$ cat config.mk
export PLATFORM = sky130hd
export DESIGN_NAME = fetch_unit_flat
export DESIGN_NICKNAME = d
export VERILOG_FILES = /design/src/rtl/fetch_unit_if.sv /design/src/rtl/fetch_unit.sv /design/src/flat_wrapper.sv
export SDC_FILE = /design/constraint.sdc
export NUM_CORES = 1
export LEC_CHECK = 0
export BUFFER_PORTS_ARGS = -buffer_cell sky130_fd_sc_hd__clkbuf_2
export CAP_MARGIN = 40
export CORE_UTILIZATION = 25
export DETAILED_ROUTE_END_ITERATION = 7
export GPL_TIMING_DRIVEN = 0
export PLACE_DENSITY_LB_ADDON = 0.1
export SYNTH_ARGS = -nofsm -noshare
export SYNTH_HDL_FRONTEND = slang
export SYNTH_SLANG_ARGS = --single-unit
export TNS_END_PERCENT = 50
$ cat constraint.sdc
create_clock -name clk -period 5.06 [get_ports clk]
set_input_delay 0.506 -clock clk [delete_from_list [all_inputs] [get_ports clk]]
set_output_delay 0.506 -clock clk [all_outputs]
set_load 0.02 [all_outputs]
$ cat src/rtl/fetch_unit_if.sv
// fetch_unit_if
// Bundles the fetch stage's signals: the instruction-memory request/response
// channel, the redirect input, and the decode-side instruction stream.
// master = fetch stage, slave = memory/decode/branch-resolution environment.
interface fetch_unit_if #(
  parameter int XLEN       = 32,
  parameter int FIFO_DEPTH = 4
);

  logic                          imem_req_valid;
  logic                          imem_req_ready;
  logic [XLEN-1:0]               imem_req_addr;
  logic                          imem_rsp_valid;
  logic [31:0]                   imem_rsp_data;
  logic                          redirect_valid;
  logic [XLEN-1:0]               redirect_pc;
  logic                          inst_valid;
  logic                          inst_ready;
  logic [31:0]                   inst_data;
  logic [XLEN-1:0]               inst_pc;
  logic [$clog2(FIFO_DEPTH):0]   fifo_count;

  modport master (
    output imem_req_valid,
    input  imem_req_ready,
    output imem_req_addr,
    input  imem_rsp_valid,
    input  imem_rsp_data,
    input  redirect_valid,
    input  redirect_pc,
    output inst_valid,
    input  inst_ready,
    output inst_data,
    output inst_pc,
    output fifo_count
  );

  modport slave (
    input  imem_req_valid,
    output imem_req_ready,
    input  imem_req_addr,
    output imem_rsp_valid,
    output imem_rsp_data,
    output redirect_valid,
    output redirect_pc,
    input  inst_valid,
    output inst_ready,
    input  inst_data,
    input  inst_pc,
    input  fifo_count
  );

endinterface

$ cat src/rtl/fetch_unit.sv
// fetch_unit
// Decoupled RV32I instruction-fetch stage. Issues sequential word-aligned
// fetch requests, remembers the PC of every in-flight read, buffers returned
// instructions with their PC in a prefetch FIFO toward decode, and squashes
// all wrong-path work when a redirect arrives.
//
// Credit scheme: a request is only issued while outstanding + fifo occupancy
// is below FIFO_DEPTH, so every response that is kept always finds a free
// FIFO slot and the memory side never needs back-pressure.
module fetch_unit #(
  parameter int              XLEN            = 32,
  parameter logic [XLEN-1:0] RESET_PC        = '0,
  parameter int              FIFO_DEPTH      = 4,
  parameter int              MAX_OUTSTANDING = 2
) (
  input logic          clk,
  input logic          reset,
  fetch_unit_if.master bus
);

  localparam int CW = $clog2(FIFO_DEPTH) + 1;
  localparam int PW = $clog2(FIFO_DEPTH);
  localparam int OW = $clog2(MAX_OUTSTANDING + 1);
  localparam int QW = (MAX_OUTSTANDING > 1) ? $clog2(MAX_OUTSTANDING) : 1;
  localparam logic [QW-1:0] QLAST = QW'(MAX_OUTSTANDING - 1);

  // Architectural fetch pointer and in-flight bookkeeping
  logic [XLEN-1:0] fetch_pc;
  logic [OW-1:0]   outstanding;
  logic [OW-1:0]   drop_cnt;

  // In-flight PC queue: PCs of kept (non-dropped) requests, oldest first
  logic [XLEN-1:0] pcq [MAX_OUTSTANDING];
  logic [QW-1:0]   pcq_wr;
  logic [QW-1:0]   pcq_rd;

  // Prefetch FIFO toward decode
  logic [31:0]     fifo_data [FIFO_DEPTH];
  logic [XLEN-1:0] fifo_pc   [FIFO_DEPTH];
  logic [PW-1:0]   fifo_wr;
  logic [PW-1:0]   fifo_rd;
  logic [CW-1:0]   fifo_cnt;

  // Per-cycle control decisions
  logic            req_valid;
  logic            req_fire;
  logic            rsp_fire;
  logic            rsp_drop;
  logic            rsp_keep;
  logic            head_valid;
  logic            pop;
  logic [CW-1:0]   credit_used;
  logic [OW-1:0]   outstanding_next;

  // Redirect targets are always word aligned, so the two low bits are dropped
  logic            unused_redirect_lsbs;
  assign unused_redirect_lsbs = ^bus.redirect_pc[1:0];

  function automatic logic [QW-1:0] pcq_inc(input logic [QW-1:0] p);
    return (p == QLAST) ? '0 : p + QW'(1);
  endfunction

  // Decide this cycle's request, response handling and FIFO pop
  always_comb begin
    credit_used      = CW'(outstanding) + fifo_cnt;
    head_valid       = (fifo_cnt != '0);
    req_valid        = reset && !bus.redirect_valid &&
                       (outstanding < OW'(MAX_OUTSTANDING)) &&
                       (credit_used < CW'(FIFO_DEPTH));
    req_fire         = req_valid && bus.imem_req_ready;
    rsp_fire         = bus.imem_rsp_valid && (outstanding != '0);
    rsp_drop         = rsp_fire && (bus.redirect_valid || (drop_cnt != '0));
    rsp_keep         = rsp_fire && !rsp_drop;
    pop              = head_valid && bus.inst_ready && !bus.redirect_valid;
    outstanding_next = outstanding + OW'(req_fire) - OW'(rsp_fire);
  end

  // Control state: fetch pointer, in-flight counts, queue and FIFO pointers
  always_ff @(posedge clk or negedge reset) begin
    if (!reset) begin
      fetch_pc    <= RESET_PC;
      outstanding <= '0;
      drop_cnt    <= '0;
      pcq_wr      <= '0;
      pcq_rd      <= '0;
      fifo_wr     <= '0;
      fifo_rd     <= '0;
      fifo_cnt    <= '0;
    end else begin
      outstanding <= outstanding_next;
      if (bus.redirect_valid) begin
        // Everything still in flight after this edge belongs to the abandoned
        // path, so the drop count becomes the post-edge outstanding count.
        fetch_pc <= {bus.redirect_pc[XLEN-1:2], 2'b00};
        drop_cnt <= outstanding_next;
        pcq_wr   <= '0;
        pcq_rd   <= '0;
        fifo_wr  <= '0;
        fifo_rd  <= '0;
        fifo_cnt <= '0;
      end else begin
        if (req_fire) begin
          fetch_pc <= fetch_pc + XLEN'(4);
          pcq_wr   <= pcq_inc(pcq_wr);
        end
        if (rsp_drop) begin
          drop_cnt <= drop_cnt - OW'(1);
        end
        if (rsp_keep) begin
          pcq_rd  <= pcq_inc(pcq_rd);
          fifo_wr <= fifo_wr + PW'(1);
        end
        if (pop) begin
          fifo_rd <= fifo_rd + PW'(1);
        end
        fifo_cnt <= fifo_cnt + CW'(rsp_keep) - CW'(pop);
      end
    end
  end

  // Storage arrays: record issued PCs and capture kept responses with their PC
  always_ff @(posedge clk) begin
    if (req_fire) begin
      pcq[pcq_wr] <= fetch_pc;
    end
    if (rsp_keep) begin
      fifo_data[fifo_wr] <= bus.imem_rsp_data;
      fifo_pc[fifo_wr]   <= pcq[pcq_rd];
    end
  end

  assign bus.imem_req_valid = req_valid;
  assign bus.imem_req_addr  = fetch_pc;
  assign bus.inst_valid     = head_valid;
  assign bus.inst_data      = head_valid ? fifo_data[fifo_rd] : '0;
  assign bus.inst_pc        = head_valid ? fifo_pc[fifo_rd]   : '0;
  assign bus.fifo_count     = fifo_cnt;

endmodule

$ cat src/flat_wrapper.sv
// flat-port wrapper written by rule: the top's interface ports become plain ports
module fetch_unit_flat 
#(
  parameter int              XLEN            = 32,
  parameter logic [XLEN-1:0] RESET_PC        = '0,
  parameter int              FIFO_DEPTH      = 4,
  parameter int              MAX_OUTSTANDING = 2
)
  (clk, reset, bus_imem_req_valid, bus_imem_req_ready, bus_imem_req_addr, bus_imem_rsp_valid, bus_imem_rsp_data, bus_redirect_valid, bus_redirect_pc, bus_inst_valid, bus_inst_ready, bus_inst_data, bus_inst_pc, bus_fifo_count);
  fetch_unit_if #(.XLEN(XLEN), .FIFO_DEPTH(FIFO_DEPTH)) bus_i ();
  input logic clk;
  input logic reset;
  output wire logic [$bits(bus_i.imem_req_valid)-1:0] bus_imem_req_valid;
  input wire logic [$bits(bus_i.imem_req_ready)-1:0] bus_imem_req_ready;
  output wire logic [$bits(bus_i.imem_req_addr)-1:0] bus_imem_req_addr;
  input wire logic [$bits(bus_i.imem_rsp_valid)-1:0] bus_imem_rsp_valid;
  input wire logic [$bits(bus_i.imem_rsp_data)-1:0] bus_imem_rsp_data;
  input wire logic [$bits(bus_i.redirect_valid)-1:0] bus_redirect_valid;
  input wire logic [$bits(bus_i.redirect_pc)-1:0] bus_redirect_pc;
  output wire logic [$bits(bus_i.inst_valid)-1:0] bus_inst_valid;
  input wire logic [$bits(bus_i.inst_ready)-1:0] bus_inst_ready;
  output wire logic [$bits(bus_i.inst_data)-1:0] bus_inst_data;
  output wire logic [$bits(bus_i.inst_pc)-1:0] bus_inst_pc;
  output wire logic [$bits(bus_i.fifo_count)-1:0] bus_fifo_count;
  assign bus_imem_req_valid = bus_i.imem_req_valid;
  assign bus_i.imem_req_ready = bus_imem_req_ready;
  assign bus_imem_req_addr = bus_i.imem_req_addr;
  assign bus_i.imem_rsp_valid = bus_imem_rsp_valid;
  assign bus_i.imem_rsp_data = bus_imem_rsp_data;
  assign bus_i.redirect_valid = bus_redirect_valid;
  assign bus_i.redirect_pc = bus_redirect_pc;
  assign bus_inst_valid = bus_i.inst_valid;
  assign bus_i.inst_ready = bus_inst_ready;
  assign bus_inst_data = bus_i.inst_data;
  assign bus_inst_pc = bus_i.inst_pc;
  assign bus_fifo_count = bus_i.fifo_count;
  fetch_unit #(.XLEN(XLEN), .RESET_PC(RESET_PC), .FIFO_DEPTH(FIFO_DEPTH), .MAX_OUTSTANDING(MAX_OUTSTANDING)) u_core (.clk(clk), .reset(reset), .bus(bus_i));
endmodule
Yosys cells after proc, flatten, opt, wreduce, memory -nomap -nowiden. Memories as Yosys holds them, arrays and structs flattened. Index checks and enable logic that the tools add are counted.

Mux-type cells: 21. Add/sub/neg operators: 11. $lt $le $gt $ge: 2. Reduce and logical (&&, ||, !) cells: 19.

Operators by type and width (count): 32-bit 2-to-1 mux (4); 32-bit by 3-bit adder with 32-bit output, second input constant (1); 2-bit 2-to-1 mux (6); 2-bit nonzero test (6); 1-bit 2-to-1 mux (10); 1-bit logical AND (9); 2-bit by 1-bit adder with 2-bit output, second input constant (2); 2-bit by 3-bit adder with 3-bit output (1); 3-bit by 1-bit adder with 3-bit output (1); 3-bit < comparator, second input constant (1); 3-bit 2-to-1 mux (1); 3-bit nonzero test (1); 3-bit by 1-bit subtractor with 3-bit output (1); 1-bit adder, second input constant (2); 2-bit by 1-bit adder with 2-bit output (1); 1-bit logical NOT (2); 2-bit < comparator, second input constant (1); 2-bit by 1-bit subtractor with 2-bit output (1); 2-bit by 1-bit subtractor with 2-bit output, second input constant (1); 1-bit logical OR (1).

Memory bits (writable): 320. Flip-flop bits (word level): 45. Input bits: 70. Memories: 3. Word-level logic and storage cells: 64.

Memories: u_core.fifo_data (depth 4, bits a word 32, read ports 1, clocked after Yosys merged registers in 0, wr ports 1, line fetch_unit.sv:38) `logic [31:0] fifo_data [FIFO_DEPTH];`; u_core.fifo_pc (depth 4, bits a word 32, read ports 1, clocked after Yosys merged registers in 0, wr ports 1, line fetch_unit.sv:39) `logic [XLEN-1:0] fifo_pc [FIFO_DEPTH];`; u_core.pcq (depth 2, bits a word 32, read ports 1, clocked after Yosys merged registers in 0, wr ports 1, line fetch_unit.sv:33) `logic [XLEN-1:0] pcq [MAX_OUTSTANDING];`.

Depth between registers and ports, before layout. Gate-level depths: netlist of the first run.

Depth in word-level cells: 8. Depth in mapped cells: 11.

Worst setup path after synthesis of the first run. No wires, ideal clock.

Path kind: reg2reg. From: register u_core.fifo_cnt[1], in the netlist u_core.bus.fifo_count[1]. To: memory u_core.pcq[0][10] (enable). Arrival: 3.765 ns. Required time: 4.605 ns. Stages on the path, launching flop included: 6. Setup slack: 0.840 ns. Cell sequence: dfrtp_1 -> ha_1 -> a311oi_1 -> o31ai_1 -> clkbuf_1 -> nor3_1.

Word-level cells in the longest chain between the ends: 6.

RTL lines: from (decl) (line fetch_unit.sv:42) `logic [CW-1:0] fifo_cnt;`; from (signal assigned) (line fetch_unit.sv:116) `fifo_cnt <= fifo_cnt + CW'(rsp_keep) - CW'(pop);`; 2-bit by 3-bit adder with 3-bit output (line fetch_unit.sv:65) `credit_used = CW'(outstanding) + fifo_cnt;`; 3-bit < comparator (line fetch_unit.sv:69) `(credit_used < CW'(FIFO_DEPTH));`; 1-bit logical AND (line fetch_unit.sv:68) `(outstanding < OW'(MAX_OUTSTANDING)) &&`; 1-bit logical AND (line fetch_unit.sv:70) `req_fire = req_valid && bus.imem_req_ready;`; 1-bit 2-to-1 mux (line fetch_unit.sv:123) `if (req_fire) begin`; 1-bit 2-to-1 mux (implied by the code) (line fetch_unit.sv:124) `pcq[pcq_wr] <= fetch_pc;`; to (decl) (line fetch_unit.sv:33).

No other way between the ends.

Worst setup path after layout of the first run.
From: register u_core.fifo_rd[0]. To: output bus_inst_pc[17].

Word-level cells in the longest chain between the ends: 2.

RTL lines: from (decl) (line fetch_unit.sv:41) `logic [PW-1:0] fifo_rd;`; from (signal assigned) (line fetch_unit.sv:114) `fifo_rd <= fifo_rd + PW'(1);`; memory read 4 x 32 bit; 32-bit 2-to-1 mux (line fetch_unit.sv:136) `assign bus.inst_pc = head_valid ? fifo_pc[fifo_rd] : '0;`; to (decl) (line flat_wrapper.sv:23) `output wire logic [$bits(bus_i.inst_pc)-1:0] bus_inst_pc;`.

No other way between the ends.

==> qor.yml, run 1 <==
synth_compound_area_share_pct: 1.588
setup_ws_ns: 1.476
cts_resized: 0
rsz0062_at_grt: "no"
pre_cts_ws_ns: 1.489
grt_use_total_pct: 12.98
min_path_type: "input pin to flop"
grt_start_max_net_pins: 38
clock_latency_ns: 0.56
reg2reg_setup_slack_ns: 1.86
p_int_mw: 6.051
holdWs_ns: 0.1579
ys_ff_latch: 351
synth_xor_area_share_pct: 2.186
reg2reg_from: "u_core.bus.fifo_count[1]"
max_stage_delay_ns: 0.60
hold_path.startpoint: "bus_redirect_pc[11]"
power.density_nw_per_um2: 496.8
cp_num_buf_inv: 4
die_area_um2: 57040
seq_area_um2: 10320
relSlewSlack_pct: 46.50
synth_adder_area_share_pct: 1.124
grt_overflow: 0
antenna_found_initial: 0
swShare_pct: 30.19
syn_inst: 771
worstPathCellList: "clkbuf_1 > buf_1 > buf_6 > mux4_2 > and2_1 > clkbuf_2"
synth-simple-area-share_pct: 7.335
ys_warn_count: 0
layout.nets: 1083
root_buffer: "clkbuf_16"
hold_viol_final: 0
n_fill_cell: 5513
drtAntennaViolNets: 0
die_h_um: 238.8
drive_gt1_share_pct: 33.40
crit_type: "flop to output port"
dieWidth_um: 238.8
post-route-util_pct: 31.55
clock_skew_ns: 0.01546
h-tree-depth: 2
post_drt_wl_per_cell_um: 20.49
syn_area_per_cell_um2: 18.19
muxShareOfSynthArea_pct: 12.60
crit_path_end_kind: "output port"
netlist_area_um2: 14020
finalCriticalPeriod_ns: 3.584
num_rows: 86
cp_data_arrival_time_ns: 3.08
cpLargestDelayFamily: "buffers and inverters"
numCtsBuffers: 43
min_period_over_period_pct: 70.82
coreArea_um2: 55310
p_clk_share_pct: 34.1
slew_violations: 0
cts_sinks: 351
drtPass1Iterations: 4
p_comb_share_pct: 25.5
start_util_pct: 25.35
setup-tns-final_ns: 0
clk_pin_slew_ns: 0.06
tightest_slew_ns: 0.8025
power_mw: 8.668
power.leakage_nw: 5.993
tritoncts: "done"
syn_to_final_growth_pct: 24.44
synth_top_family_by_area: "multiplexers"
dp_hpwl_um: 23940
grt_pass1_wl_um: 53550
gp_congestion: 0.6783
crit_fanout: 10
p_seq_share_pct: 40.4
diodes: 0
grt_pass1_vias: 7851
initialDrtViolationCount: 380
vias_per_cell: 4.210
max_freq_mhz: 279.0
clk_path_buf_depth: 3
ys_seq_area_share_pct: 73.64
max_cap_violations: 0
vias: 7498
ys_types: 40
multi_input_area_um2: 3513
wl_um: 36500
worstSetupStartpointType: "flop"
crit_slowest_cell: "clkbuf_1"
ir_drop_mv: 0.2046
outcome: "completed"
critPathRequiredTime_ns: 4.55
route.detailed.drc: 0
crit_start: "u_core.fifo_rd[0]"
io_buffers: 163
io_pins: 171
switchingPower_mw: 2.617
setup_viol: 0
cell usage in the layout (no fill, tap or decap), drive strengths merged, types with 26 or more instances in the layout:
| cell | count |
|---|---|
| clkbuf | 247 |
| dfrtp | 43 |
| buf | 32 |
| mux2 | 32 |
| xnor2 | 26 |
| mux4 | 62 |
| nand2 | 42 |
| and2 | 67 |
| o21ai | 28 |
| edfxtp | 308 |
per-stage QoR:
| step | area (um2) | cells |
|---|---|---|
| after global placement | 15780 | 1685 |
| after global routing | 17450 | 1781 |
| after floorplan | 14030 | 774 |
| after CTS | 17450 | 1781 |
| final | 17450 | 1781 |
| after detailed placement | 16090 | 1703 |
layer usage:
metal | vias to the layer above | track usage [%] | part of all wire, %
met4 | 0 | 3.438 | 2.1
met1 | 3823 | 17.88 | 47
met5 | - | 0 | 0
li1 | 3446 | - | -
met3 | 61 | 3.014 | 4.7
met2 | 168 | 20.45 | 46
logic make-up after synthesis:
family                     count (synthesis)
DFF                                      351
and+or+nand+nor                          186
muxes                                     95
buffers and inverters                     52
AOI/OAI and AO/OA                         39
xor gates and xnor gates                  35
adders and majority gates                 12
other                                      1
worst reg2reg max path, stage by stage, from the launching register on:
cell and delay [ns]:
dfrtp_1 0.48, ha_1 0.35, a311oi_1 0.41, o31ai_1 0.22
clkbuf_1 0.36, nor3_2 0.70, buf_6 0.24, buf_6 0.14
synthesized netlist by cell type:
cell	number	share of area, %
buf_4	4	0.21
a311oi_1	1	0.062
and2_1	67	3.0
xor2_1	9	0.56
nor2_1	15	0.40
and4_1	3	0.19
mux2i_1	1	0.071
or3_1	2	0.089
mux4_2	62	10
nand3_1	11	0.39
a21oi_1	2	0.071
o21ai_0	28	1.0
and3b_1	1	0.062
fa_1	1	0.14
and3_1	7	0.31
or4_1	2	0.11
o31ai_1	1	0.054
mux2_2	32	2.6
or4_4	2	0.16
or2_2	1	0.045
o31a_1	4	0.25
a31oi_1	1	0.045
buf_1	10	0.27
conb_1	1	0.027
nand4_1	9	0.40
xnor2_1	26	1.6
nor4b_1	2	0.12
edfxtp_1	308	66
nand2b_1	2	0.089
clkbuf_1	26	0.70
o211ai_1	1	0.054
o21a_1	1	0.054
inv_1	12	0.32
nor4_1	9	0.40
nor2b_1	2	0.089
dfrtp_1	43	7.7
nand3_2	1	0.071
nor3_1	8	0.29
nand2_1	42	1.1
ha_1	11	0.98
registers in the layout (all words and copies together) (netlist names):
register,cells
u_core.pcq_rd,1
u_core.fifo_pc,120
u_core.drop_cnt,2
u_core.outstanding,2
u_core.bus.fifo_count,3
u_core.pcq,60
u_core.fifo_data,128
u_core.fifo_wr,2
u_core.bus.imem_req_addr,30
u_core.pcq_wr,1
u_core.fifo_rd,2
repair_timing:
| action | in CTS | in global routing |
|---|---|---|
| hold buffers | 1 | 0 |
| setup buffers | 0 | 0 |
| hold endpoints to repair | 22 | 0 |
power by group through the flow:
stage,Combinational [mW],Sequential [mW],Clock [mW]
finish,2.21,3.50,2.96
global route,2.43,3.52,3.17
global placement,2.22,3.57,0
detailed placement,2.31,3.56,0
CTS,2.31,3.50,3.06
floorplan,1.38,3.56,0
final cells by class:
class / count / share of cell area, %
flip-flops and latches: 351 / 59.18
repair buffers: 182 / 6.375
well taps: 748 / 5.364
clock inverters: 19 / 0.7816
multi-input cells: 371 / 20.14
clock buffers: 58 / 6.963
plain buffers: 40 / 0.9466
inverters: 12 / 0.2582
final timing paths:
check,end,cells past startpoint
setup / recovery,bus_inst_pc[17],6
hold / removal,u_core.bus.imem_req_addr[11],3
setup reg to reg,u_core.pcq[0][10],7
hold reg to reg,u_core.pcq[0][7],0
max in group asynchronous,u_core.fifo_rd[0],3
min in group asynchronous,u_core.bus.imem_req_addr[21],2
Note: power is estimated with default switching activity, not from simulation.
==> run 2, diff against run 1 <==
- ABC_AREA: default -> 1
- clock period: 5.06 -> 3.1 ns (I/O delays scaled with it)
==> qor.yml, run 2 <==
finalNonFillerCells: 2348
layout.nets: 1632
grt_pass1_vias: 10295
post_drt_wl_per_cell_um: 18.22
die_h_um: 244.3
drive_gt1_share_pct: 19.96
crit_fanout: 10
ir_drop_mv: 0.3475
clock_skew_ns: 0.01946
n_fill_cell: 5916
yosysTopAreaCellShare_pct: 63.00
cpLargestDelayFamily: "buffers and inverters"
coreArea_um2: 57810
clk_pin_slew_ns: 0.06
diodes: 0
slew_violations: 0
antenna_found_initial: 1
rsz0062_at_grt: "no"
outcome: "completed"
syn_to_final_growth_pct: 27.21
wl_um: 42780
grt_start_max_net_pins: 28
vias_per_cell: 4.264
cp_data_arrival_time_ns: 2.57
gp_congestion: 0.7700
syn_inst: 1272
yosysMostFrequentCell: "edfxtp_1"
placedCellCount: 2218
relSlewSlack_pct: 40.10
power.density_nw_per_um2: 803.7
setup_viol: 0
crit_path_end_kind: "output port"
power.leakage_nw: 6.989
final_common_cell: "edfxtp_1"
max_cap_violations: 0
synth_top_cell_by_area: "edfxtp_1"
top_regs: "u_core.fifo_data: 128 flops, u_core.fifo_pc: 120 flops, u_core.pcq: 60 flops"
power_mw: 15.01
numCtsBuffers: 42
ys_types: 33
synth.top_cells.by_count: "edfxtp_1 (308), nor2_1 (290), nand2_1 (143)"
max_stage_delay_ns: 0.37
vias: 10011
synthArstFlopShare_pct: 12.25
critPathRequiredTime_ns: 2.79
drtPass1Iterations: 5
root_buffer: "clkbuf_16"
io_buffers: 164
largest_reg_flops: 128
start_util_pct: 25.40
cp_num_buf_inv: 5
post_cts_buffers: 0
tritoncts: "done"
io_pins: 171
crit_type: "flop to output port"
synth_edf_count: 308
h-tree-depth: 2
syn_area_per_cell_um2: 11.54
max_freq_mhz: 347.1
min_period_over_period_pct: 92.94
initialDrtViolationCount: 551
ys_warn_count: 0
critPathMostFrequentCell: "clkbuf_2"
dp_hpwl_um: 28530
grt_use_total_pct: 14.45
final_cell_mix: "edfxtp_1 (308), nor2_1 (285), clkbuf_2 (168)"
tightest_slew_ns: 0.8986
num_rows: 88
ys_seq_area_share_pct: 70.33
worstPathCellList: "buf_4 > clkinv_2 > buf_2 > clkbuf_2 > o21ai_0 > a21oi_1 > clkbuf_2"
drtAntennaViolNets: 0
clk_path_buf_depth: 3
clock_latency_ns: 0.56
ys_ff_latch: 351
synthTopCellsByArea: "edfxtp_1 (63%), nor2_1 (7.4%), dfrtp_1 (7.3%), o21ai_0 (4.8%), nand2_1 (3.7%)"
netlist_area_um2: 14680
die_area_um2: 59690
crit_slowest_cell: "dfrtp_1"
synthFlopType: "edfxtp_1"
regMostFlops: "u_core.fifo_data"
worstSetupStartpointType: "flop"
min_path_type: "input pin to flop"
dieWidth_um: 244.3
hold_viol_final: 0
grt_pass1_wl_um: 64310
finalCriticalPeriod_ns: 2.881
cts_sinks: 351
route.detailed.drc: 0
post-route-util_pct: 32.31
grt_overflow: 0
-- run 2: final timing paths --
| path | cells past startpoint | start | slack (ns) | to |
|---|---|---|---|---|
| min reg2reg | 0 | u_core.bus.imem_req_addr[5] | 0.56 | u_core.pcq[1][5] |
| max | 7 | u_core.fifo_rd[0] | 0.22 | bus_inst_pc[18] |
| min | 3 | bus_redirect_pc[30] | 0.03 | u_core.bus.imem_req_addr[30] |
| max reg2reg | 13 | u_core.bus.fifo_count[1] | 0.47 | u_core.bus.fifo_count[2] |
| min in group asynchronous | 2 | reset | 0.28 | u_core.bus.imem_req_addr[17] |
| max in group asynchronous | 3 | reset | 2.26 | u_core.bus.imem_req_addr[5] |
-- run 2: worst min-delay path, cell delays in order --
cell	delay (ns)
clkbuf_2	0.08
nand2_1	0.07
nand3_1	0.08
-- run 2: routing by layer --
metal,share of wire (%),track usage [%]
met5,0,0
met4,2.3,4.485
met3,4.1,2.436
met2,48,24.06
met1,46,19.11
-- run 2: kinds of logic after synthesis --
| group | synth area share (%) |
|---|---|
| xor+xnor | 0.7159 |
| mux | 2.301 |
| compound gates | 7.432 |
| flops | 70.33 |
| fa+ha+maj | 1.074 |
| buf+inv | 3.554 |
| simple gates | 14.57 |
| other cells | 0.02554 |
-- run 2: area by class of cell --
class / instances / area (um2) / share of cell area [%]
multi-input cells: 800 / 3887 / 20.82
repair buffers: 231 / 1669 / 8.938
well taps: 765 / 957.2 / 5.126
plain buffers: 65 / 302.8 / 1.621
clock buffers: 57 / 1171 / 6.271
inverters: 59 / 222.7 / 1.193
flip-flops and latches: 351 / 10320 / 55.29
clock inverters: 20 / 138.9 / 0.7437
-- run 2: repair_timing --
action                                  CTS  global route
hold endpoints to repair                165             0
hold buffers                             53             0
endpoints found under the setup margin   38             1
gates resized for setup                   3             2
-- run 2: per-stage QoR --
stage | setup TNS (ns) | hold WS [ns] | worst slack, ns | cell area (um2)
after floorplan | -187.56 | 0.01441 | -0.7561 | 14690
after global placement | -950.77 | 0.5325 | -3.719 | 16470
after detailed placement | 0 | 0.3249 | 0.1842 | 16820
after CTS | 0 | 0.003322 | 0.01724 | 18670
after global routing | 0 | 0.02669 | 0.04136 | 18670
final | 0 | 0.02811 | 0.2189 | 18670
-- run 2: report_power, final --
part / internal [mW] / total, mW / switching, mW / leakage, nW
combinational: 1.29 / 4.42 / 3.13 / 3.04
clock: 2.80 / 4.73 / 1.93 / 0.638
sequential: 5.60 / 5.86 / 0.256 / 3.31
total: 9.69 / 15.0 / 5.32 / 6.99
==> run 3, diff against run 2 <==
- CORE_MARGIN: default -> 2
==> qor.yml, run 3 (synthesis results as in run 2) <==
outcome: "completed"
top_regs: "u_core.fifo_data: 128 flops, u_core.fifo_pc: 120 flops, u_core.pcq: 60 flops"
io_pins: 171
clock_skew_ns: 0.02901
grt_pass1_wl_um: 64510
max_cap_violations: 0
die_h_um: 246.3
critPathRequiredTime_ns: 2.79
setup-tns-final_ns: 0
initialDrtViolationCount: 674
cp_data_arrival_time_ns: 2.57
crit_fanout: 10
start_util_pct: 25.35
min_period_over_period_pct: 92.80
p_clk_share_pct: 32.2
final_cell_mix: "edfxtp_1 (308), nor2_1 (285), clkbuf_2 (168)"
regMostFlops: "u_core.fifo_data"
ir_drop_mv: 0.4201
clk_pin_slew_ns: 0.06
root_buffer: "clkbuf_16"
crit_slowest_cell: "dfrtp_1"
holdWs_ns: 0.05246
finalCriticalPeriod_ns: 2.877
vias: 10008
worstSetupStartpointType: "flop"
max_stage_delay_ns: 0.36
tightest_slew_ns: 0.8486
layout.nets: 1632
p_seq_share_pct: 38.7
p_int_mw: 9.734
max_freq_mhz: 347.6
slew_violations: 0
coreArea_um2: 57920
clock_latency_ns: 0.58
h-tree-depth: 2
wl_um: 42790
post_cts_buffers: 0
placedCellCount: 2217
cp_num_buf_inv: 5
vias_per_cell: 4.264
power.leakage_nw: 6.996
tritoncts: "done"
fin_area_um2: 18690
num_rows: 88
final_common_cell: "edfxtp_1"
switchingPower_mw: 5.380
diodes: 0
gp_congestion: 0.7529
dp_hpwl_um: 28860
critPathMostFrequentCell: "clkbuf_2"
drtPass1Iterations: 5
largest_reg_flops: 128
relSlewSlack_pct: 43.29
route.detailed.drc: 0
dieWidth_um: 246.3
setup_viol: 0
hold_viol_final: 0
antenna_found_initial: 0
finalNonFillerCells: 2347
power.density_nw_per_um2: 808.8
io_buffers: 164
clk_path_buf_depth: 3
p_comb_share_pct: 29.1
syn_to_final_growth_pct: 27.29
die_area_um2: 60680
placed_area_um2: 16780
grt_use_total_pct: 14.26
cpLargestDelayFamily: "buffers and inverters"
cts_sinks: 351
numCtsBuffers: 42
min_path_type: "input pin to flop"
setup_ws_ns: 0.2232
swShare_pct: 35.60
drtAntennaViolNets: 0
crit_path_end_kind: "output port"
rsz0062_at_grt: "no"
crit_type: "flop to output port"
grt_overflow: 0
grt_start_max_net_pins: 25
post_drt_wl_per_cell_um: 18.23
pre_cts_ws_ns: 0.2333
grt_pass1_vias: 10219
worstPathCellList: "buf_4 > clkinv_2 > buf_2 > clkbuf_2 > o21ai_0 > a21oi_1 > clkbuf_2"
drive_gt1_share_pct: 20.42
run 3: per-stage QoR:
stage	total power, mW	utilization [%]
6_report	15.11	32.27
5_1_grt	16.02	32.27
4_1_cts	15.45	32.25
3_3_place_gp	10.38	28.44
3_5_place_dp	10.44	28.98
2_1_floorplan	8.505	-
run 3: worst register-to-register path, stage by stage (launching register included):
cell and delay, ns:
dfrtp_1 0.38, inv_1 0.09, ha_1 0.19, nand3_1 0.43
nor2_4 0.76, buf_12 0.29, buf_12 0.22
run 3: final cells by class:
cell class                      count  area (um2)
Fill cell                        6023       39230
Sequential cell                   351       10320
Multi-Input combinational cell    800        3887
Timing Repair Buffer              231        1637
Clock buffer                       50        1132
Tap cell                          765       957.2
Buffer                             65       302.8
Clock inverter                     26       222.7
Inverter                           59       222.7
run 3: worst paths after layout:
kind,startpoint,end,slack (ns),cells after the start
min in group asynchronous,reset,u_core.outstanding[1],0.30,2
worst min register to register,u_core.bus.imem_req_addr[5],u_core.pcq[1][5],0.56,0
worst min-delay path,bus_redirect_pc[9],u_core.bus.imem_req_addr[9],0.05,4
max in group asynchronous,reset,u_core.bus.imem_req_addr[2],2.23,3
worst max register to register,u_core.drop_cnt[0],u_core.fifo_pc[0][28],0.42,6
worst max-delay path,u_core.fifo_rd[0],bus_inst_pc[14],0.22,7
run 3: layer usage:
| metal | track usage [%] | routed length [um] | up-vias |
|---|---|---|---|
| met5 | 0 | 0 | - |
| met4 | 3.118 | 673 | 0 |
| met3 | 2.887 | 2006 | 49 |
| met2 | 24.01 | 20540 | 190 |
| met1 | 18.90 | 19560 | 4802 |
| li1 | - | - | 4967 |
run 3: repair_timing:
item                                    4_1_cts  5_1_grt
pin swaps                                     0        0
endpoints found under the setup margin       16        2
resized for setup                             3        2
hold buffers                                 53        1
hold endpoints to repair                    167        1
run 3: power groups by stage:
stage | logic [mW] | clock network (mW) | registers [mW]
floorplan | 2.53 | 0 | 5.97
global placement | 4.40 | 0 | 5.98
detailed placement | 4.49 | 0 | 5.95
CTS | 4.57 | 5.03 | 5.86
global route | 4.92 | 5.20 | 5.90
finish | 4.40 | 4.86 | 5.85
